### src/rtl/event_delay_scheduler.sv
// Delays each accepted event by its own runtime-chosen number of ticks.
// Events are released strictly in arrival order from a small pending queue.
module event_delay_scheduler #(
    parameter int WIDTH = 8,
    parameter int DEPTH = 4,
    parameter int CNT_W = 8
) (
    input  logic                       clk,
    input  logic                       reset,
    input  logic                       flush,
    input  logic                       in_valid,
    output logic                       in_ready,
    input  logic [WIDTH-1:0]           in_data,
    input  logic [CNT_W-1:0]           in_delay,
    output logic                       out_valid,
    input  logic                       out_ready,
    output logic [WIDTH-1:0]           out_data,
    output logic [$clog2(DEPTH+1)-1:0] pending
);

    localparam int PTR_W  = $clog2(DEPTH);
    localparam int PEND_W = $clog2(DEPTH+1);
    localparam int TW     = CNT_W + 1;

    logic [TW-1:0]     timer_reg;
    logic [TW-1:0]     timer_next;
    logic [WIDTH-1:0]  data_mem [DEPTH];
    logic [TW-1:0]     due_mem  [DEPTH];
    logic [DEPTH-1:0]  expired_reg;
    logic [DEPTH-1:0]  expired_next;
    logic [DEPTH-1:0]  slot_due;
    logic [PTR_W-1:0]  wr_ptr_reg;
    logic [PTR_W-1:0]  rd_ptr_reg;
    logic [PEND_W-1:0] count_reg;
    logic [PEND_W-1:0] count_next;
    logic              out_valid_reg;
    logic [WIDTH-1:0]  out_data_reg;

    logic              q_empty;
    logic              out_free;
    logic              accept;
    logic              release_head;
    logic              bypass;
    logic              enqueue;
    logic [TW-1:0]     due_new;

    // Expiry is judged against the timer value of the next cycle so that an
    // entry moved at this edge is visible exactly D+1 cycles after acceptance.
    assign timer_next = timer_reg + 1'b1;
    assign due_new    = timer_reg + TW'(in_delay) + 1'b1;

    // Once due, a slot stays due even if it ages past half the timer range
    // while the output is stalled.
    generate
        for (genvar gi = 0; gi < DEPTH; gi++) begin : g_slot
            logic [TW-1:0] age;
            assign age              = timer_next - due_mem[gi];
            assign slot_due[gi]     = expired_reg[gi] || !age[TW-1];
            assign expired_next[gi] = (enqueue && (wr_ptr_reg == PTR_W'(gi))) ? 1'b0 : slot_due[gi];
        end
    endgenerate

    assign q_empty      = (count_reg == '0);
    assign out_free     = !out_valid_reg || out_ready;
    assign in_ready     = (count_reg != PEND_W'(DEPTH)) && !flush;
    assign accept       = in_valid && in_ready;
    assign release_head = !q_empty && slot_due[rd_ptr_reg] && out_free && !flush;
    // A zero-delay event arriving at an empty queue goes straight to the output.
    assign bypass       = accept && q_empty && (in_delay == '0) && out_free;
    assign enqueue      = accept && !bypass;

    always_comb begin
        count_next = count_reg;
        if (flush) begin
            count_next = '0;
        end else begin
            case ({enqueue, release_head})
                2'b10:   count_next = count_reg + 1'b1;
                2'b01:   count_next = count_reg - 1'b1;
                default: count_next = count_reg;
            endcase
        end
    end

    always_ff @(posedge clk) begin
        if (enqueue) begin
            data_mem[wr_ptr_reg] <= in_data;
            due_mem[wr_ptr_reg]  <= due_new;
        end
    end

    always_ff @(posedge clk) begin
        if (reset) begin
            timer_reg     <= '0;
            wr_ptr_reg    <= '0;
            rd_ptr_reg    <= '0;
            count_reg     <= '0;
            expired_reg   <= '0;
            out_valid_reg <= 1'b0;
            out_data_reg  <= '0;
        end else begin
            timer_reg   <= timer_next;
            count_reg   <= count_next;
            expired_reg <= expired_next;
            if (flush) begin
                wr_ptr_reg    <= '0;
                rd_ptr_reg    <= '0;
                out_valid_reg <= 1'b0;
                out_data_reg  <= '0;
            end else begin
                if (enqueue) begin
                    wr_ptr_reg <= wr_ptr_reg + 1'b1;
                end
                if (release_head) begin
                    rd_ptr_reg    <= rd_ptr_reg + 1'b1;
                    out_valid_reg <= 1'b1;
                    out_data_reg  <= data_mem[rd_ptr_reg];
                end else if (bypass) begin
                    out_valid_reg <= 1'b1;
                    out_data_reg  <= in_data;
                end else if (out_valid_reg && out_ready) begin
                    out_valid_reg <= 1'b0;
                end
            end
        end
    end

    assign out_valid = out_valid_reg;
    assign out_data  = out_data_reg;
    assign pending   = count_reg;

endmodule

### config.mk
export PLATFORM = sky130hd
export DESIGN_NAME = event_delay_scheduler
export DESIGN_NICKNAME = d
export VERILOG_FILES = /design/src/rtl/event_delay_scheduler.sv
export SDC_FILE = /design/constraint.sdc
export NUM_CORES = 1
export LEC_CHECK = 0
export CORE_MARGIN = 4
export CORE_UTILIZATION = 30
export CTS_CLUSTER_SIZE = 24
export DETAILED_ROUTE_END_ITERATION = 7
export GPL_ROUTABILITY_DRIVEN = 0
export PLACE_DENSITY_LB_ADDON = 0.15
export SYNTH_ARGS = -nofsm -noshare
export SYNTH_HDL_FRONTEND = slang
export SYNTH_SLANG_ARGS = --single-unit
### constraint.sdc
create_clock -name clk -period 5.36 [get_ports clk]
set_input_delay 0.536 -clock clk [delete_from_list [all_inputs] [get_ports clk]]
set_output_delay 0.536 -clock clk [all_outputs]
set_load 0.05 [all_outputs]
=== Yosys cells after proc, flatten, opt, wreduce, memory -nomap -nowiden ===
Memory sizes are Yosys's and may differ from the RTL's. A register that Yosys moved wholly into a read port is not among the register bits.
Index checks and enable logic that the tools add are counted.
Widths: inputs -> output; s select.

* Register bits: 29
* Word-level logic and storage cells: 80
* RAM bits: 68
* Output and inout port bits: 13
* Memories: 2

{| class="wikitable"
|+ Memory list
! memory !! words !! bits a word !! rd ports !! clocked after memory_dff !! write ports !! line !! text
|-
| due_mem || 4 || 9 || 4 || 0 || 1 || 28 || <nowiki>logic [TW-1:0] due_mem [DEPTH];</nowiki>
|-
| data_mem || 4 || 8 || 1 || 1 || 1 || 27 || <nowiki>logic [WIDTH-1:0] data_mem [DEPTH];</nowiki>
|}

* Reductions and logical operators: 38
* Order comparisons: 1
* Equal/unequal tests: 6
* Muxes and demuxes: 12
* Add/sub/neg operators: 11

{| class="wikitable"
|+ Operators by type and width
! kind !! count
|-
| $sub 9x9->9 || 4
|-
| $add 9x1->9 const B || 2
|-
| $mux 8 || 2
|-
| $logic_and 1x1->1 || 14
|-
| $reduce_or 2->1 || 5
|-
| $add 9x8->9 || 1
|-
| $logic_not 1->1 || 8
|-
| $logic_not 8->1 || 1
|-
| $eq 2x2->1 const B || 3
|-
| $mux 1 || 6
|-
| $pmux 3 s2 || 1
|-
| $logic_or 1x1->1 || 5
|-
| $add 2x1->2 const B || 2
|-
| $eq 2x1->1 const B || 2
|-
| $mux 2 || 2
|-
| $reduce_bool 2->1 || 2
|-
| $add 3x1->3 const B || 1
|-
| $logic_not 3->1 || 1
|-
| $lt 2x3->1 const B || 1
|-
| $ne 3x3->1 const B || 1
|-
| $reduce_bool 3->1 || 1
|-
| $sub 3x1->3 const B || 1
|-
| $bmux 1 s2 || 1
|-
| $logic_not 2->1 || 1
|}

=== Logic depth before layout (Yosys ltp) ===
Gate-level depths: netlist of run 1.

* Depth in word-level cells: 11
* Depth in mapped cells: 19
* Mapped depth without buffers: 17

=== Worst setup path after synthesis of run 1 ===
OpenSTA, ideal clock, no wires.

* Kind: register to register
* Start: reg timer_reg[1]
* End: reg count_reg[2], in the netlist pending[2]
* Setup time: 70 ps
* Required time: 5290 ps
* Path slack: 1141 ps
* Cell stages (with the launch flop): 17
* Data arrival time: 4149 ps
* Path buffers: 1
* Path through: dfxtp_1 > ha_1 > xor2_1 > ha_1 > a211o_1 > a31o_2 > a41oi_1 > xnor3_1 > a311o_1 > o22ai_4 > buf_6 > ha_1 > inv_1 > fa_1 > xor2_1 > or3_1 > a21oi_1

* Cells in the longest elaborated chain, start to end: 11
* Elaborated cells on any way between the ends: 22
* Classes of those cells: add/sub: 5; eq/ne: 2; mux: 3; reduce/logical: 12

{| class="wikitable"
|+ Ends and longest elaborated chain
! element !! line !! text
|-
| from (decl) || 25 || <nowiki>logic [TW-1:0] timer_reg;</nowiki>
|-
| from (signal assigned) || 102 || <nowiki>timer_reg <= timer_next;</nowiki>
|-
| $add 9x1->9 * || 49 || <nowiki>assign timer_next = timer_reg + 1'b1;</nowiki>
|-
| net timer_next[2] || 26 || <nowiki>logic [TW-1:0] timer_next;</nowiki>
|-
| $sub 9x9->9 || 57 || <nowiki>assign age = timer_next - due_mem[gi];</nowiki>
|-
| $logic_not 1->1 || 58 || <nowiki>assign slot_due[gi] = expired_reg[gi] || !age[TW-1];</nowiki>
|-
| $logic_or 1x1->1 || 58 ||
|-
| $bmux 1 s2 * || 67 || <nowiki>assign release_head = !q_empty && slot_due[rd_ptr_reg] && out_free && !flush;</nowiki>
|-
| $mux 1 (implied by the code) * || 67 ||
|-
| $logic_and 1x1->1 * (3 in a row) || 67 ||
|-
| $eq 2x1->1 / $eq 2x2->1 (equally long branches) || 77 || <nowiki>case ({enqueue, release_head})</nowiki>
|-
| $pmux 3 s2 / $reduce_bool 2->1 (equally long branches) || -- ||
|-
| to (signal assigned) || 103 || <nowiki>count_reg <= count_next;</nowiki>
|-
| to (decl) || 34 || <nowiki>logic [PEND_W-1:0] count_reg;</nowiki>
|}

Mark *: on every way through the listed nets, which the timed path passes. The rest lies on a longest branch. The select of a mux whose other input is x is not followed.
A chain may end at the register's enable or synchronous reset.

=== Worst setup path after layout of run 1 ===
* Start: reg timer_reg[0]
* End: reg count_reg[2], in the netlist pending[2]

The elaborated chain is that of the path after synthesis.

==> run summary, run 1 <==
The endpoint identified for the worst register-to-register timing path is pending[2]. The type of the setup path with the least slack was reg2reg. Yosys printed 0 warnings.

The floorplan step set the die height to 134 um. In this run the worst path has a maximum fanout of 9. The endpoint required time on the critical path was 5.64 ns; the synthesized area per cell was 12.9 um^2. In this run, the number of DRC markers left after iteration 0 of detailed routing was 122.

The synthesis-to-layout area growth came out at 18.2%. For hold timing, the worst endpoint is expired_reg[2]. The run gives 31.1% as the initial cell density of the core. Post-CTS timing repair inserted 0 buffers for setup. The synthesized netlist net count is 435, and the remaining antenna violation count is 0. The tools report the startpoint of the most critical hold path as expired_reg[2]. The worst IR drop on VDD came out at 0.126 mV.

The final critical-path required period works out to 4.39 ns. The number of input and output port buffers inserted is 33. The worst pin sits at a relative slew slack of 29.9%. The static leakage power was 2.21 nW; the part of the cycle the worst path needs was 81.9%. The logs give 3054 for the via count of the first global-routing pass and 5660 um^2 for the final design area excluding fillers.

Total number of clock tree sinks: 99. Kind of end point of the critical path: a flop. Measured in cells, the most critical reg-to-reg path has a length of 15.

The tools report the launch instance of the worst register-to-register path as timer_reg[0]. Number of standard-cell rows in the floorplan: 45. Clock tree synthesis selected as its root buffer the cell clkbuf_16. The run gives 0 as the count of final max-slew check failures. The netlist area before placement was 4790 um^2; the final design utilization was 36.7%. The number of enable flip-flop cells after synthesis is 68, and the overall power consumption is 0.00163 W. The total inserted antenna cells is 0, and the worst slack after detailed placement is 0.954 ns. Clock slew at the register clock pins of the worst setup and hold paths: 0.07 ns. Routed via count: 2894. The logs give 0 for the number of hold buffers added after cts and 0 for the final global-route overflow total. Entering global routing, the biggest net connects 19 pins. The highest cell delay on the worst timing path was 0.47 ns; the internal reg-to-reg setup slack was 0.97 ns. The run gives 2 as the worst-case clock buffer depth. The most repeated library cell on the critical path was ha_1. Traced cell by cell, the critical path runs through ha_1, xor2_1, ha_1, a211o_1, a31o_2, a41oi_1, xnor3_1, a311o_1, o22ai_4, ha_1, inv_1, fa_1, xor2_1, or3_1, a21oi_1. The tools report the number of placed I/O pins as 34. For this run, the top clock speed supported by timing is 0.228 GHz.

The run gives 4.67 ns as the endpoint arrival time on the critical path. In this run, CTS created clock tree buffers numbering 9. For the pin with the worst max-slew slack, the measured transition is 1.05 ns.

The slowest stage of the critical path is the dfxtp_1 cell. The later pin in the worst-skew pair is clocked with a latency of 0.35 ns. The prevailing post-synth register cell is edfxtp_1.

After synthesis, the share of flip-flops with an asynchronous set or reset is 0%. The count of final setup violators is 0. In the layout the commonest cells are 68 x edfxtp_1, 43 x inv_1, 42 x ha_1, 33 x clkdlybuf4s50_1, 31 x dfxtp_1. Post-CTS repair changed the size of 0 cells. Along the worst hold path, the cell count comes to 2. The register with the most flip-flops in the layout has 36 of them.

The tools report the aggregate negative setup slack as 0 ns. The first-pass iteration count of the detailed router is 4. Synthesis instantiated 51 different standard cells from the library. Setup repair after global routing left no endpoint under its margin. The aggregate global-route resource usage is 12.4%. The run finished with clean final reports. The worst setup path is launched from a flop.

Of the cells placed in the final design, the portion with a size suffix greater than 1 is 9.20%. Measured along the x axis, the die boundary spans 134 um. The tools report the total number of H-tree levels as 3. The fraction of the yosys area taken by sequential cells is 55.6%, and the post-synthesis sequential element count is 99. TritonCTS built the clock tree. The floorplan step defined a core boundary enclosing 15400 um^2. After the last flow step, the layout net total stands at 473. After detailed routing, the average wire length per cell comes to 16.7 um. The die covers 18100 um^2.

For this design the ratio of total power to cell area is 288 nW/um^2. For the total routed wirelength, the log shows 10.4 mm. The library cell used most frequently in the layout, excluding fill and tap cells, is edfxtp_1. The number of antenna violations at the first check in global routing was 0; the via count normalized by instance count was 4.64. Synthesis produced 370 cells.

Across the routed clock network, the largest skew measured is 0.00534 ns. The slack of the critical path came out at 0.972 ns. The path class of the tightest hold or removal check is reg2reg.

The number of max-capacitance violations reported came out at 0. The detailed-route DRC error count came out at 0. The logs give 0 for the hold violation count in the final report and 16.5 mm for the wire length of the first global-routing pass. The logs give 5360 um^2 for the cell area reported after detailed placement and 7.46 mm for the detailed-placement wirelength estimate.
where the power goes:
| part | total (W) | leakage (nW) | internal (W) | switching [W] |
|---|---|---|---|---|
| Combinational | 0.000124 | 1.20 | 0.0000528 | 0.0000711 |
| Clock | 0.000662 | 0.145 | 0.000374 | 0.000287 |
| Sequential | 0.000845 | 0.870 | 0.000837 | 0.00000792 |
| Total | 0.00163 | 2.21 | 0.00126 | 0.000366 |
metal layers:
layer	part of all wire [%]	vias up	global-route usage, %
li1	-	1417	-
met1	45	1417	15.2
met2	49	46	20.3
met3	3.5	14	2.74
met4	2.4	0	6.39
met5	0	-	0
area by class of cell:
cell class,count,area [um^2]
inverter,43,161
timing repair buffer,35,345
clock inverter,6,63.8
clock buffer,10,239
multi-input combinational,220,1920
fill,1518,9770
sequential,99,2660
tap,211,264
Yosys cell counts (all sizes together), types with 5 or more instances:
cell type,instances,area (um^2)
mux2i,9,90.1
nor2b,10,62.6
nor2,24,90.1
inv,43,161
xor2,8,88.8
mux4,8,180
nand3,12,60.1
ha,42,526
and2,5,32.5
a21oi,14,70.1
edfxtp,68,2040
o21ai,8,40.0
buf,6,33.8
o31ai,8,60.1
dfxtp,31,621
nor3,9,50.1
nand2,12,45.0
xnor2,10,87.6
critical path, delay by kind of cell (launching register included):
kind                       cells  cell delay, ns
adders and majority gates      4            1.24
and+or+nand+nor                1            0.30
AOI/OAI and AO/OA              6            1.44
xor gates and xnor gates       3            0.81
DFF                            1            0.47
buffers and inverters          1            0.06
worst max-delay path by stage:
stage	startpoint	to	slack, ns	cells after the start
2_1_floorplan	timer_reg[1]	pending[2]	1.14	16
3_3_place_gp	timer_reg[0]	pending[2]	1.06	15
3_5_place_dp	timer_reg[0]	pending[2]	0.95	15
4_1_cts	timer_reg[0]	pending[2]	0.95	15
5_1_grt	timer_reg[0]	pending[2]	0.61	15
6_report	timer_reg[0]	pending[2]	0.97	15
stage by stage:
stage / std cells / hold WS, ns
CTS: 624 / 0.519
finish: 624 / 0.516
floorplan: 370 / 0.476
global placement: 608 / 0.490
global route: 624 / 0.563
detailed placement: 608 / 0.509
kinds of logic (layout without fill, tap and decap cells):
family / after synthesis / count (layout) / share of synthesized area (%)
buffers and inverters: 51 / 94 / 4.26
multiplexers: 17 / 17 / 5.64
AO/OA/AOI/OAI: 52 / 52 / 7.60
flip-flops: 99 / 99 / 55.6
XOR/XNOR: 22 / 22 / 5.67
adder cells (fa/ha/maj): 44 / 44 / 11.8
AND/OR/NAND/NOR: 85 / 85 / 9.45
Power figures use the tool's default switching activity.
==> inputs of run 2 (changes only) <==
==> constraint.sdc (replaced) <==
create_clock -name clk -period 3.97 [get_ports clk]
set_input_delay 0.397 -clock clk [delete_from_list [all_inputs] [get_ports clk]]
set_output_delay 0.397 -clock clk [all_outputs]
set_load 0.05 [all_outputs]
==> run 2 against run 1 <==
  * Worst hold slack worse by 0.012 ns
  * Maximum frequency up 15%
  * Clock skew up 0.00069 ns
  * Largest cell class unchanged
==> run summary, run 2 (same netlist as run 1, synthesis figures left out) <==
The share of final-layout standard cells stronger than drive strength 1 works out to 15.3% (was 9.20%). The most frequent standard cell in the layout excluding fill and tap cells was edfxtp_1 (unchanged). Relative contribution of the clock network to total power: 41.4% (was 40.6%). The run gives 0 (unchanged) as the count of final setup violators. The run gives 3096 (was 3054) as the via count of the first global-routing pass.

The detailed-placement wirelength estimate is 7.54 mm (was 7.46 mm), and the cell internal power dissipation is 0.00178 W (was 0.00126 W). For the aggregate global-route resource usage, the log shows 12.3% (was 12.4%). Static leakage power: 2.31 nW (was 2.21 nW). The worst IR drop on VDD was 0.200 mV (was 0.126 mV); the detailed-route DRC error count was 0 (unchanged).

The placeable core region is 15400 um^2 (unchanged), and the via count normalized by instance count is 4.55 (was 4.64). The logs give 0 (unchanged) for the final global-route overflow total and 0.000476 W (was 0.000366 W) for the switching power. Fraction of power spent switching nets: 21.1% (was 22.5%).

For the worst hold slack after final layout, the log shows 0.504 ns (was 0.516 ns). The run gives 2670 um^2 (was 2660 um^2) as the area used by sequential logic in the layout. The run gives 0 (unchanged) as the total inserted antenna cells.

The count of filler cells inserted in the layout came out at 1503 (was 1518). The type of the setup path with the least slack was reg2reg (unchanged). The final critical-path required period is 3.81 ns (was 4.39 ns). The logs give 5890 um^2 (was 5660 um^2) for the final design area excluding fillers and 2 (unchanged) for the worst-case clock buffer depth. Worst hold-check path type: reg2reg (unchanged). Top library cells by usage in the layout, fill and taps aside: 68 x edfxtp_1, 43 x inv_1, 40 x ha_1, 33 x clkdlybuf4s50_1, 26 x dfxtp_1 (was 68 x edfxtp_1, 43 x inv_1, 42 x ha_1, 33 x clkdlybuf4s50_1, 31 x dfxtp_1). The kind of end point of the critical path is a flop (unchanged). The run gives 617 (was 608) as the number of cells in the design after placement. The number of antenna violations at the first check in global routing was 0 (unchanged); the final design utilization was 38.2% (was 36.7%). The tools report the area of the multi-input gates as 2030 um^2 (was 1920 um^2).

The number of input and output port buffers inserted is 33 (unchanged). Power per unit of standard cell area: 383 nW/um^2 (was 288 nW/um^2). The run gives 45 (unchanged) as the number of standard-cell rows in the floorplan. The clock slew at the register clock pins of the worst setup and hold paths came out at 0.07 ns (about the same). The run gives 0.34 ns (was 0.35 ns) as the later-pin clock latency in the skew report. TritonCTS built the clock tree.

For the combinational power share, the log shows 8.0% (was 7.6%). Slew at the pin closest to its max-slew limit: 1.08 ns (was 1.05 ns). The flip-flop count of the largest register after layout was 36 (unchanged). The hold violation count in the final report was 0 (unchanged). The startpoint class of the critical path was a flop (unchanged). The total routed wirelength is 10.6 mm (was 10.4 mm). The initial cell density of the core is 31.1% (unchanged), and the maximum frequency from static timing analysis is 0.263 GHz (was 0.228 GHz). Setup repair after global routing left no endpoint under its margin.

Total number of clock tree sinks: 99 (unchanged). For the number of nets in the final layout, the log shows 485 (was 473). The tools report the clock skew after layout as 0.00602 ns (was 0.00534 ns).

For the largest net degree at the start of global routing, the log shows 19 (unchanged). The horizontal die dimension is 134 um (unchanged), and the routed via count is 2892 (was 2894). Normalized max-slew margin: 27.8% (was 29.9%). The tools report the sequential group share of total power as 50.5% (was 51.8%). Die outline height: 134 um (unchanged). The top fanout value on the critical path is 5 (was 9). Endpoint arrival time on the critical path: 4.07 ns (was 4.67 ns). The run gives 9 (unchanged) as the number of buffers added by the clock tree synthesis step. The flow ran to the end, and the final reports show no timing, DRC or antenna violations.

The remaining antenna violation count came out at 0 (unchanged). The tools report the total number of H-tree levels as 3 (unchanged). Number of max-capacitance violations reported: 0 (unchanged). The endpoint required time on the critical path was 4.24 ns (was 5.64 ns). The cell area reported after detailed placement was 5470 um^2 (was 5360 um^2); the number of non-filler instances in the completed layout was 636 (was 624). The part of the cycle the worst path needs is 95.8% (was 81.9%). The overall power consumption is 0.00226 W (was 0.00163 W).

The tools report the first-pass iteration count of the detailed router as 4 (unchanged). For the number of placed I/O pins, the log shows 34 (unchanged). Root buffer cell: clkbuf_16 (unchanged). The number of hold buffers added after cts was 0 (unchanged). The count of final max-slew check failures was 0 (unchanged); the first-iteration detailed-routing DRC count was 107 (was 122).

The tools report the area of the die as 18100 um^2 (unchanged). The average wire per cell in the routed design is 16.7 um (about the same). Synthesis-to-layout area growth: 22.9% (was 18.2%). The wire length of the first global-routing pass was 16.7 mm (was 16.5 mm).
run 2: changes by cell type in the layout (fill, tap and decap cells not counted), moves of 3 or more:
cell | previous run | this run
dfxtp_1 | 31 | 26
buf_4 | 2 | 14
dfxtp_2 | 0 | 3
xor2_1 | 7 | 4
run 2: metrics by stage:
step                setup TNS [ns]  setup WS [ns]
floorplan                        0        0.00142
global placement                 0         0.0979
detailed placement         -0.0254        -0.0254
CTS                              0         0.0187
global route                     0        0.00878
finish                           0          0.165
run 2: final timing paths:
check	start	cells past startpoint	slack, ns	endpoint
max reg2reg	timer_reg[1]	15	0.16	pending[2]
min reg2reg	expired_reg[2]	2	0.50	expired_reg[2]
max	timer_reg[1]	15	0.16	pending[2]
min	expired_reg[2]	2	0.50	expired_reg[2]
run 2: area by class of cell:
cell class | instances | area share, %
Multi-Input combinational cell | 220 | 34.5
Tap cell | 211 | 4.49
Timing Repair Buffer | 47 | 7.40
Sequential cell | 99 | 45.4
Clock buffer | 12 | 4.19
Clock inverter | 4 | 1.25
Inverter | 43 | 2.74
run 2: repair_timing:
| item | CTS | global route |
|---|---|---|
| endpoints found under the setup margin | 1 | 1 |
| gates resized for setup | 1 | 15 |
| setup buffers | 0 | 3 |
| pin swaps | 0 | 5 |
run 2: metal layers:
metal  global-route usage, %  up-vias  routed length, um
met5                       0        -                  0
met4                    4.58        0                168
met3                    2.21       11                280
met2                    21.1       42               5260
met1                    15.5     1402               4880
li1                        -     1437                  -
run 2: critical path, stage by stage (launching register included):
cell and delay, ns:
dfxtp_4 0.37, ha_4 0.18, xor2_4 0.18, ha_1 0.29
a211o_1 0.30, a31o_2 0.23, a41oi_2 0.17, xnor3_1 0.26
a311o_1 0.40, o22ai_4 0.19, ha_4 0.17, inv_1 0.05
fa_2 0.33, xor2_1 0.15, or3_1 0.32, a21oi_1 0.15
run 2: power by group through the flow:
| stage | registers [W] | clock network [W] | logic, W |
|---|---|---|---|
| 4_1_cts | 0.00114 | 0.000957 | 0.000182 |
| 5_1_grt | 0.00114 | 0.000999 | 0.000203 |
| 3_5_place_dp | 0.00116 | 0 | 0.000180 |
| 6_report | 0.00114 | 0.000935 | 0.000181 |
| 3_3_place_gp | 0.00116 | 0 | 0.000179 |
| 2_1_floorplan | 0.00117 | 0 | 0.000103 |
